### config.mk
export PLATFORM = sky130hd
export DESIGN_NAME = alu_bist
export DESIGN_NICKNAME = d
export VERILOG_FILES = /design/src/rtl/alu_pkg.sv /design/src/rtl/alu_bist_lfsr64.sv /design/src/rtl/alu_bist.sv
export SDC_FILE = /design/constraint.sdc
export NUM_CORES = 1
export LEC_CHECK = 0
export CAP_MARGIN = 25
export CORE_ASPECT_RATIO = 1.25
export CORE_MARGIN = 1
export CORE_UTILIZATION = 45
export DETAILED_ROUTE_END_ITERATION = 16
export PLACE_DENSITY_LB_ADDON = 0.15
export SLEW_MARGIN = 20
export SYNTH_ARGS = -nofsm -noshare
export SYNTH_HDL_FRONTEND = slang
export SYNTH_SLANG_ARGS = --single-unit
### constraint.sdc
create_clock -name clk -period 44.2 [get_ports clk]
set_input_delay 8.84 -clock clk [delete_from_list [all_inputs] [get_ports clk]]
set_output_delay 8.84 -clock clk [all_outputs]
set_load 0.01 [all_outputs]
### src/rtl/alu_pkg.sv
// ---------------------------------------------------------------------------
// alu_pkg
// Shared definitions for the ALU built-in self-test.
//   - ALU control codes driven onto alu_ctrl
//   - op table that fixes the order in which the BIST walks the opcodes
//   - FSM state type
//   - golden reference model of the ALU
// ---------------------------------------------------------------------------
package alu_pkg;

    localparam logic [3:0] ALU_AND   = 4'b0000;
    localparam logic [3:0] ALU_ORR   = 4'b0001;
    localparam logic [3:0] ALU_ADD   = 4'b0010;
    localparam logic [3:0] ALU_SUB   = 4'b0110;
    localparam logic [3:0] ALU_PASSB = 4'b0111;
    localparam logic [3:0] ALU_ILL   = 4'b1111;

    localparam int N_OPS = 6;

    // Entry 0 is the first op exercised by a run.
    localparam logic [N_OPS-1:0][3:0] OP_TABLE =
        {ALU_ILL, ALU_PASSB, ALU_SUB, ALU_ADD, ALU_ORR, ALU_AND};

    // Mask that decorrelates operand B from operand A on random vectors.
    localparam logic [63:0] B_MIX = 64'hA5A5_A5A5_A5A5_A5A5;

    typedef enum logic [1:0] {
        IDLE = 2'd0,
        RUN  = 2'd1,
        DONE = 2'd2
    } bist_state_t;

    // Reference behaviour of the ALU; unknown/illegal codes produce 0.
    function automatic logic [63:0] alu_golden(input logic [3:0]  ctrl,
                                               input logic [63:0] a,
                                               input logic [63:0] b);
        logic [63:0] r;
        case (ctrl)
            ALU_AND:   r = a & b;
            ALU_ORR:   r = a | b;
            ALU_ADD:   r = a + b;
            ALU_SUB:   r = a - b;
            ALU_PASSB: r = b;
            default:   r = '0;
        endcase
        return r;
    endfunction

endpackage

### src/rtl/alu_bist_lfsr64.sv
// ---------------------------------------------------------------------------
// lfsr64
// 64-bit Fibonacci LFSR, taps 64,63,61,60 (shift left, feedback into bit 0).
// Ports:
//   clk    in   1   clock
//   reset  in   1   asynchronous active-high, loads RESET_VALUE
//   load   in   1   load seed (priority over en)
//   en     in   1   advance one step
//   seed   in   64  value loaded when load=1
//   q      out  64  current LFSR state
// ---------------------------------------------------------------------------
module lfsr64 #(
    parameter logic [63:0] RESET_VALUE = 64'h1
) (
    input  logic        clk,
    input  logic        reset,
    input  logic        load,
    input  logic        en,
    input  logic [63:0] seed,
    output logic [63:0] q
);

    logic [63:0] q_reg;
    logic        feedback;

    assign feedback = q_reg[63] ^ q_reg[62] ^ q_reg[60] ^ q_reg[59];

    always_ff @(posedge clk or posedge reset) begin
        if (reset) begin
            q_reg <= RESET_VALUE;
        end else if (load) begin
            q_reg <= seed;
        end else if (en) begin
            q_reg <= {q_reg[62:0], feedback};
        end
    end

    assign q = q_reg;

endmodule

### src/rtl/alu_bist.sv
// ---------------------------------------------------------------------------
// alu_bist
// Built-in self-test initiator for the 64-bit datapath ALU. Walks six opcodes,
// N_VECTORS vectors each (4 fixed corners then LFSR-driven vectors), one vector
// per cycle, and checks alu_result/alu_zero one cycle after each vector is
// registered against the golden model.
// Ports:
//   clk, reset                      clock, asynchronous active-high reset
//   start                           level; launches a run from IDLE, or from
//                                   DONE on a fresh rising edge
//   alu_a/alu_b/alu_ctrl    out     registered vector driven into the ALU
//   alu_result/alu_zero     in      ALU response to the registered vector
//   busy/done/pass          out     run status
//   err_count               out     mismatching vectors (saturating)
//   fail_ctrl/a/b/result    out     first mismatching vector and its result
// ---------------------------------------------------------------------------
module alu_bist
    import alu_pkg::*;
#(
    parameter int          N_VECTORS = 256,
    parameter logic [63:0] SEED      = 64'hACE1_0F0F_1234_5678
) (
    input  logic        clk,
    input  logic        reset,
    input  logic        start,
    output logic [63:0] alu_a,
    output logic [63:0] alu_b,
    output logic [3:0]  alu_ctrl,
    input  logic [63:0] alu_result,
    input  logic        alu_zero,
    output logic        busy,
    output logic        done,
    output logic        pass,
    output logic [15:0] err_count,
    output logic [3:0]  fail_ctrl,
    output logic [63:0] fail_a,
    output logic [63:0] fail_b,
    output logic [63:0] fail_result
);

    localparam int               IDX_W   = $clog2(N_VECTORS);
    localparam logic [IDX_W-1:0] IDX_MAX = IDX_W'(N_VECTORS - 1);
    localparam logic [2:0]       OP_MAX  = 3'(N_OPS - 1);

    bist_state_t state_reg, state_next;

    logic             start_d_reg;
    // Pointer to the vector that will be registered on the next RUN edge.
    logic [2:0]       ptr_op_reg;
    logic [IDX_W-1:0] ptr_idx_reg;
    // Set once the final vector has been registered; its check ends the run.
    logic             last_reg;

    logic [63:0] alu_a_reg, alu_b_reg;
    logic [3:0]  alu_ctrl_reg;
    logic [15:0] err_count_reg;
    logic [3:0]  fail_ctrl_reg;
    logic [63:0] fail_a_reg, fail_b_reg, fail_result_reg;

    logic             launch;
    logic             advance;
    logic [2:0]       gen_op;
    logic [IDX_W-1:0] gen_idx;
    logic [3:0]       gen_ctrl;
    logic [63:0]      gen_a, gen_b;
    logic [63:0]      lfsr_q;
    logic [63:0]      expected;
    logic             mismatch;

    // From DONE only a fresh rising edge of start relaunches, so a start
    // level held across a whole run cannot retrigger it.
    assign launch = ((state_reg == IDLE) && start) ||
                    ((state_reg == DONE) && start && !start_d_reg);

    // In RUN every edge registers a new vector until the last one is out.
    assign advance = (state_reg == RUN) && !last_reg;

    // The launch edge always registers vector (op 0, idx 0), a corner that
    // needs no LFSR value; the LFSR is reloaded with SEED on that same edge
    // and then steps once for every further vector.
    lfsr64 #(
        .RESET_VALUE (SEED)
    ) u_lfsr (
        .clk   (clk),
        .reset (reset),
        .load  (launch),
        .en    (advance),
        .seed  (SEED),
        .q     (lfsr_q)
    );

    // Vector generator
    always_comb begin
        gen_op   = launch ? 3'd0 : ptr_op_reg;
        gen_idx  = launch ? '0 : ptr_idx_reg;
        gen_ctrl = OP_TABLE[gen_op];
        gen_a    = lfsr_q;
        gen_b    = {lfsr_q[31:0], lfsr_q[63:32]} ^ B_MIX;
        if (gen_idx == IDX_W'(0)) begin
            gen_a = '0;
            gen_b = '0;
        end else if (gen_idx == IDX_W'(1)) begin
            gen_a = '1;
            gen_b = 64'd1;
        end else if (gen_idx == IDX_W'(2)) begin
            gen_a = 64'd1;
            gen_b = '1;
        end else if (gen_idx == IDX_W'(3)) begin
            gen_a = 64'h8000_0000_0000_0000;
            gen_b = 64'h8000_0000_0000_0000;
        end
    end

    // Checker: compares the ALU response to the vector currently on the bus.
    assign expected = alu_golden(alu_ctrl_reg, alu_a_reg, alu_b_reg);
    assign mismatch = (alu_result != expected) || (alu_zero != (expected == '0));

    // FSM
    always_ff @(posedge clk or posedge reset) begin
        if (reset) begin
            state_reg <= IDLE;
        end else begin
            state_reg <= state_next;
        end
    end

    always_comb begin
        state_next = state_reg;
        case (state_reg)
            IDLE:    if (launch) state_next = RUN;
            RUN:     if (last_reg) state_next = DONE;
            DONE:    if (launch) state_next = RUN;
            default: state_next = IDLE;
        endcase
    end

    // Datapath: vector registers, pointer, error count and failure capture
    always_ff @(posedge clk or posedge reset) begin
        if (reset) begin
            start_d_reg     <= 1'b0;
            ptr_op_reg      <= '0;
            ptr_idx_reg     <= '0;
            last_reg        <= 1'b0;
            alu_a_reg       <= '0;
            alu_b_reg       <= '0;
            alu_ctrl_reg    <= '0;
            err_count_reg   <= '0;
            fail_ctrl_reg   <= '0;
            fail_a_reg      <= '0;
            fail_b_reg      <= '0;
            fail_result_reg <= '0;
        end else begin
            start_d_reg <= start;
            if (launch) begin
                alu_a_reg       <= gen_a;
                alu_b_reg       <= gen_b;
                alu_ctrl_reg    <= gen_ctrl;
                ptr_op_reg      <= '0;
                ptr_idx_reg     <= IDX_W'(1);
                last_reg        <= 1'b0;
                err_count_reg   <= '0;
                fail_ctrl_reg   <= '0;
                fail_a_reg      <= '0;
                fail_b_reg      <= '0;
                fail_result_reg <= '0;
            end else if (state_reg == RUN) begin
                if (mismatch) begin
                    if (err_count_reg != 16'hFFFF) begin
                        err_count_reg <= err_count_reg + 16'd1;
                    end
                    if (err_count_reg == 16'd0) begin
                        fail_ctrl_reg   <= alu_ctrl_reg;
                        fail_a_reg      <= alu_a_reg;
                        fail_b_reg      <= alu_b_reg;
                        fail_result_reg <= alu_result;
                    end
                end
                if (!last_reg) begin
                    alu_a_reg    <= gen_a;
                    alu_b_reg    <= gen_b;
                    alu_ctrl_reg <= gen_ctrl;
                    last_reg     <= (ptr_op_reg == OP_MAX) && (ptr_idx_reg == IDX_MAX);
                    if (ptr_idx_reg == IDX_MAX) begin
                        ptr_idx_reg <= '0;
                        ptr_op_reg  <= ptr_op_reg + 3'd1;
                    end else begin
                        ptr_idx_reg <= ptr_idx_reg + IDX_W'(1);
                    end
                end
            end
        end
    end

    assign alu_a       = alu_a_reg;
    assign alu_b       = alu_b_reg;
    assign alu_ctrl    = alu_ctrl_reg;
    assign busy        = (state_reg == RUN);
    assign done        = (state_reg == DONE);
    assign pass        = (state_reg == DONE) && (err_count_reg == 16'd0);
    assign err_count   = err_count_reg;
    assign fail_ctrl   = fail_ctrl_reg;
    assign fail_a      = fail_a_reg;
    assign fail_b      = fail_b_reg;
    assign fail_result = fail_result_reg;

endmodule

==> results.cfg, run 1 <==
[status]
status = finished, final reports clean

[clock_tree]
cts_tree = done
cts_max_path_buffers = 3
clkLatencyLatePin_ns = 0.62
root_buffer = clkbuf_16
htree_levels = 2
cts_resized = 0
numCtsBuffers = 43
clkTransAtPathRegs_ns = 0.06
cts_hold_buf = 0
cts.sinks = 423
post_cts_buffers = 0

[placed_design]
dp_cells = 4436
place_area_mm2 = 0.0338
port_buffers = 414
dp_hpwl_mm = 117
place_ws_ns = 29.01
gp_congestion = 1.11

[setup_path]
critical_path.cell_chain = clkdlybuf4s50_1 -> nor3_1 -> a2111oi_1 -> o2111ai_1 -> nor4_1 -> o311ai_1 -> or4_1 -> nor3_1 -> and4_1 -> or4b_1 -> nand4b_4 -> nor2_4 -> buf_4 -> buf_4 -> o2bb2ai_1
rr_endpoint = fail_a[14]
path_class = input port to flip-flop
start_kind = input port
r2r-start = alu_b[5]
worst-endpoint-required_ns = 44.65
cp_max_fo = 60
reg2reg_slack_ns = 32.66
max_stage_delay_ns = 0.77
critPathArrivalTime_ns = 15.25
slowest_stage = buf_4
worstSetupEndpointType = flip-flop
rr_worst_depth = 30

[route]
dr.pass1.iters = 7
viasPerCell = 7.02
drtIter0Drc = 4418
totalWireLength_mm = 153
antenna_left = 0
wire_per_inst_um = 33.9
num_vias = 31700
drc = 0

[global_route]
grt_pass1_wl_mm = 217
grt_pass1_vias = 30000
track_usage = 0.450
grtUsageMet2 = 0.717
gr-total-overflow = 0
grt_max_degree = 197
use_met1 = 0.548
busiest_layer = met2
grt_antenna_before_repair = 3
grt_use_met3 = 0.0751

[sta]
drv_slew = 0
finalHoldViolCount = 0
fin_tns_setup_ns = 0
rsz0062_at_grt = no
min_period_over_period = 0.335
fmax_mhz = 67.5
hold_slack_ns = 0.487
relSlewSlack = 0.150
worst_pin_slew_ns = 1.28
fin_crit_ns = 14.80
setup_ws_ns = 29.40
setup_viol_count_final = 0
fin_skew_ns = 0.0369

[finish]
drive_gt1_frac = 0.0945
synthToLayoutAreaGrowth_pct = 19.9
finish.cell_count_without_fillers = 4519
nNetsFinal = 3776
num_antenna_cells = 0
post-route-util = 0.548
final_area_mm2 = 0.0353

[die]
dieArea_mm2 = 0.0666
row_count = 104
die_h_um = 288
ios = 415
start_util = 0.457
die_x_um = 231
coreArea_mm2 = 0.0645

[logic_synthesis]
syn_area_mm2 = 0.0295
syn_inst = 3421
synth-async-reset-ratio = 1.00
synth_area_per_cell_um2 = 8.62
synth.net_count = 3561
synth_seq_cells = 423
yosys_most_used_dff = dfrtp_1
synth-edff-count = 0
yosysWarnings = 0
yosysSeqAreaShare = 0.360
ys_types = 91

[worst_hold_path]
hold-path-cell-count = 1
hold_path_class = flip-flop to flip-flop
hold_end = fail_result[30]
worstHoldStart = fail_result[30]

[flow_run]
cap_violations = 0

[power_and_ir_drop]
p_total_mw = 3.82
p_per_area_mw_per_mm2 = 108
power_leakage_nw = 13.8
ir_drop_uv = 75.6
[power breakdown]
part	switching, mW	leakage [nW]	internal, mW
Combinational	1.61	7.80	0.912
Sequential	0.321	5.24	0.579
Clock	0.171	0.753	0.230
Total	2.10	13.8	1.72
[cell type report]
cell class                      instances  area (um2)
Timing Repair Buffer                  490        4730
Multi-Input combinational cell       2627       17200
Tap cell                              848        1060
Sequential cell                       423       10600
Inverter                               51         199
Clock inverter                         19         268
Fill cell                            5727       29200
Clock buffer                           61        1250
[worst max-delay path by stage]
stage	startpoint	endpoint	slack, ns	cells past startpoint
after global placement	alu_result[63]	fail_a[18]	29.19	15
after floorplan	reset	alu_a[0]	23.63	1
final	alu_result[63]	fail_a[14]	29.40	15
after CTS	alu_result[63]	fail_a[14]	29.60	15
after detailed placement	alu_result[63]	fail_a[28]	29.01	15
after global routing	alu_result[63]	fail_a[14]	29.24	15
[cells in the final DEF, fill, tap and decap left out, types with 56 or more instances in the layout]
master,count
ha_1,71
nand4_1,73
nand2_1,379
dfrtp_1,392
o2bb2ai_2,100
nor3_1,94
nand3_1,247
o21ai_0,236
a22o_1,65
a22oi_1,57
xor2_1,68
o2bb2ai_1,96
nor2_1,191
a21oi_1,246
maj3_1,58
xnor2_1,56
buf_4,73
clkdlybuf4s50_1,414
[metal layers]
| metal | wire (um) | part of all wire |
|---|---|---|
| met3 | 14000 | 0.091 |
| met1 | 56000 | 0.37 |
| met4 | 13600 | 0.089 |
| met2 | 69600 | 0.45 |
| met5 | 32 | 0.00021 |
[kinds of logic (layout without fill, tap and decap cells)]
group / Yosys count / after routing / synth area share
AOI/OAI and AO/OA: 1120 / 1120 / 0.281
and+or+nand+nor: 1220 / 1220 / 0.201
DFF: 423 / 423 / 0.360
xor gates and xnor gates: 126 / 126 / 0.0377
buffers and inverters: 371 / 621 / 0.0595
adders and majority gates: 132 / 132 / 0.0513
muxes: 29 / 29 / 0.0101
[critical path: cells and delay by family]
kind	cells	cell delay (ns)
compound gates	4	0.88
buf+inv	3	2.04
simple gates	8	3.27
[Yosys cell counts (25+ instances only)]
cell	count	share of area
a21oi_1	246	0.042
a22o_1	65	0.019
a22oi_1	57	0.015
a31oi_1	42	0.0089
buf_1	25	0.0032
buf_2	41	0.0070
clkbuf_1	218	0.028
dfrtp_1	394	0.33
dfstp_2	29	0.026
ha_1	71	0.030
inv_1	51	0.0065
maj3_1	58	0.020
nand2_1	379	0.048
nand3_1	248	0.042
nand4_1	73	0.015
nor2_1	195	0.025
nor3_1	94	0.016
nor4_1	45	0.0095
o211ai_1	26	0.0066
o21ai_0	238	0.040
o2bb2ai_1	96	0.029
o2bb2ai_2	100	0.051
o31ai_1	25	0.0064
or2_2	27	0.0057
or3_1	41	0.0087
xnor2_1	56	0.017
xor2_1	69	0.020
Power figures use the tool's default switching activity.
==> inputs of run 2 (changes only) <==
==> constraint.sdc (replaced) <==
create_clock -name clk -period 12.2 [get_ports clk]
set_input_delay 2.44 -clock clk [delete_from_list [all_inputs] [get_ports clk]]
set_output_delay 2.44 -clock clk [all_outputs]
set_load 0.01 [all_outputs]
==> results.cfg, run 2 (synthesis gave the netlist of run 1 again) <==
[clock_tree]
cts_max_path_buffers = 3
cts_hold_buf = 0
clkLatencyLatePin_ns = 0.61
cts_tree = done
cts.sinks = 423
clkTransAtPathRegs_ns = 0.06
cts_resized = 0
root_buffer = clkbuf_16
post_cts_buffers = 0
numCtsBuffers = 43
htree_levels = 2

[setup_path]
cp_max_fo = 78
critPathBufInv = 2
start_kind = flip-flop
critPathArrivalTime_ns = 11.27
max_stage_delay_ns = 0.99
cp_top_family = simple AND/OR/NAND/NOR gates
path_class = flip-flop to flip-flop
worstSetupEndpointType = flip-flop
crit_top_cell = nand2_1
worst-endpoint-required_ns = 12.66
slowest_stage = a311oi_1

[finish]
final_common_cell = clkdlybuf4s50_1
final_area_mm2 = 0.0354
finish.cell_count_without_fillers = 4516
drive_gt1_frac = 0.0935
nFillCells = 5595
synthToLayoutAreaGrowth_pct = 20.0
mostFrequentLayoutCells = clkdlybuf4s50_1 (414), dfrtp_1 (392), nand2_1 (379), nand3_1 (247), a21oi_1 (245)
num_antenna_cells = 0
nNetsFinal = 3775

[worst_hold_path]
hold_path_class = flip-flop to flip-flop

[placed_design]
place_ws_ns = 2.02
port_buffers = 414
place_area_mm2 = 0.0338
dp_hpwl_mm = 121
gp_congestion = 1.11
dp_cells = 4436

[route]
num_vias = 32400
totalWireLength_mm = 162
antenna_left = 0
viasPerCell = 7.18
dr.pass1.iters = 8
drtIter0Drc = 4513
wire_per_inst_um = 35.9
drc = 0

[global_route]
track_usage = 0.471
grt_pass1_vias = 30900
grt_max_degree = 196
gr-total-overflow = 0
grt_pass1_wl_mm = 226
grt_antenna_before_repair = 9

[sta]
finalHoldViolCount = 0
worst_pin_slew_ns = 1.36
fmax_mhz = 92.5
setup_viol_count_final = 0
rsz0062_at_grt = no
relSlewSlack = 0.0910
drv_slew = 0
fin_skew_ns = 0.0186
setup_ws_ns = 1.39
min_period_over_period = 0.886
fin_tns_setup_ns = 0
fin_crit_ns = 10.81

[power_and_ir_drop]
p_total_mw = 13.9
power_leakage_nw = 13.8
ir_drop_uv = 261
p_per_area_mw_per_mm2 = 394

[die]
die_h_um = 288
dieArea_mm2 = 0.0666
start_util = 0.457
row_count = 104
die_x_um = 231
ios = 415
coreArea_mm2 = 0.0645

[flow_run]
cap_violations = 0

[status]
status = finished, final reports clean
## run 2: cell types whose count changed in the layout (fill, tap and decap cells not counted), sizes merged
cell / delta
clkbuf: -2
inv: -3
buf: -1
clkinv: +2
clkinvlp: +1
## run 2: area by class of cell
| cell class | instances | area [um2] | area share |
|---|---|---|---|
| clock inverters | 19 | 284 | 0.00803 |
| clock buffers | 59 | 1220 | 0.0344 |
| multi-input cells | 2627 | 17200 | 0.486 |
| flip-flops and latches | 423 | 10600 | 0.300 |
| inverters | 51 | 195 | 0.00552 |
| well taps | 848 | 1060 | 0.0300 |
| repair buffers | 489 | 4810 | 0.136 |
## run 2: metrics by stage
| stage | utilization | hold WS, ns |
|---|---|---|
| 2_1_floorplan | - | 0.477 |
| 3_3_place_gp | 0.524 | 0.470 |
| 3_5_place_dp | 0.524 | 0.473 |
| 4_1_cts | 0.548 | 0.491 |
| 5_1_grt | 0.548 | 0.501 |
| 6_report | 0.548 | 0.489 |
## run 2: worst paths after layout
| kind | from | to | slack (ns) | cells after the start |
|---|---|---|---|---|
| max reg2reg | alu_b[4] | fail_a[21] | 1.39 | 26 |
| max in group asynchronous | reset | alu_ctrl[3] | 7.56 | 4 |
| min reg2reg | fail_result[21] | fail_result[21] | 0.49 | 1 |
| min in group asynchronous | reset | fail_a[20] | 2.38 | 2 |
| min | fail_result[21] | fail_result[21] | 0.49 | 1 |
| max | alu_b[4] | fail_a[21] | 1.39 | 26 |
## run 2: layer usage
metal / vias up / GRT usage / share of wire
li1: 13200 / - / -
met1: 15900 / 0.565 / 0.36
met2: 2575 / 0.739 / 0.44
met3: 729 / 0.103 / 0.10
met4: 8 / 0.357 / 0.097
met5: - / 0 / 0.00035
## run 2: where the power goes
group / switching, mW / total, mW / internal (mW)
logic: 5.89 / 9.18 / 3.28
registers: 1.22 / 3.32 / 2.09
clock network: 0.629 / 1.44 / 0.813
total: 7.75 / 13.9 / 6.19
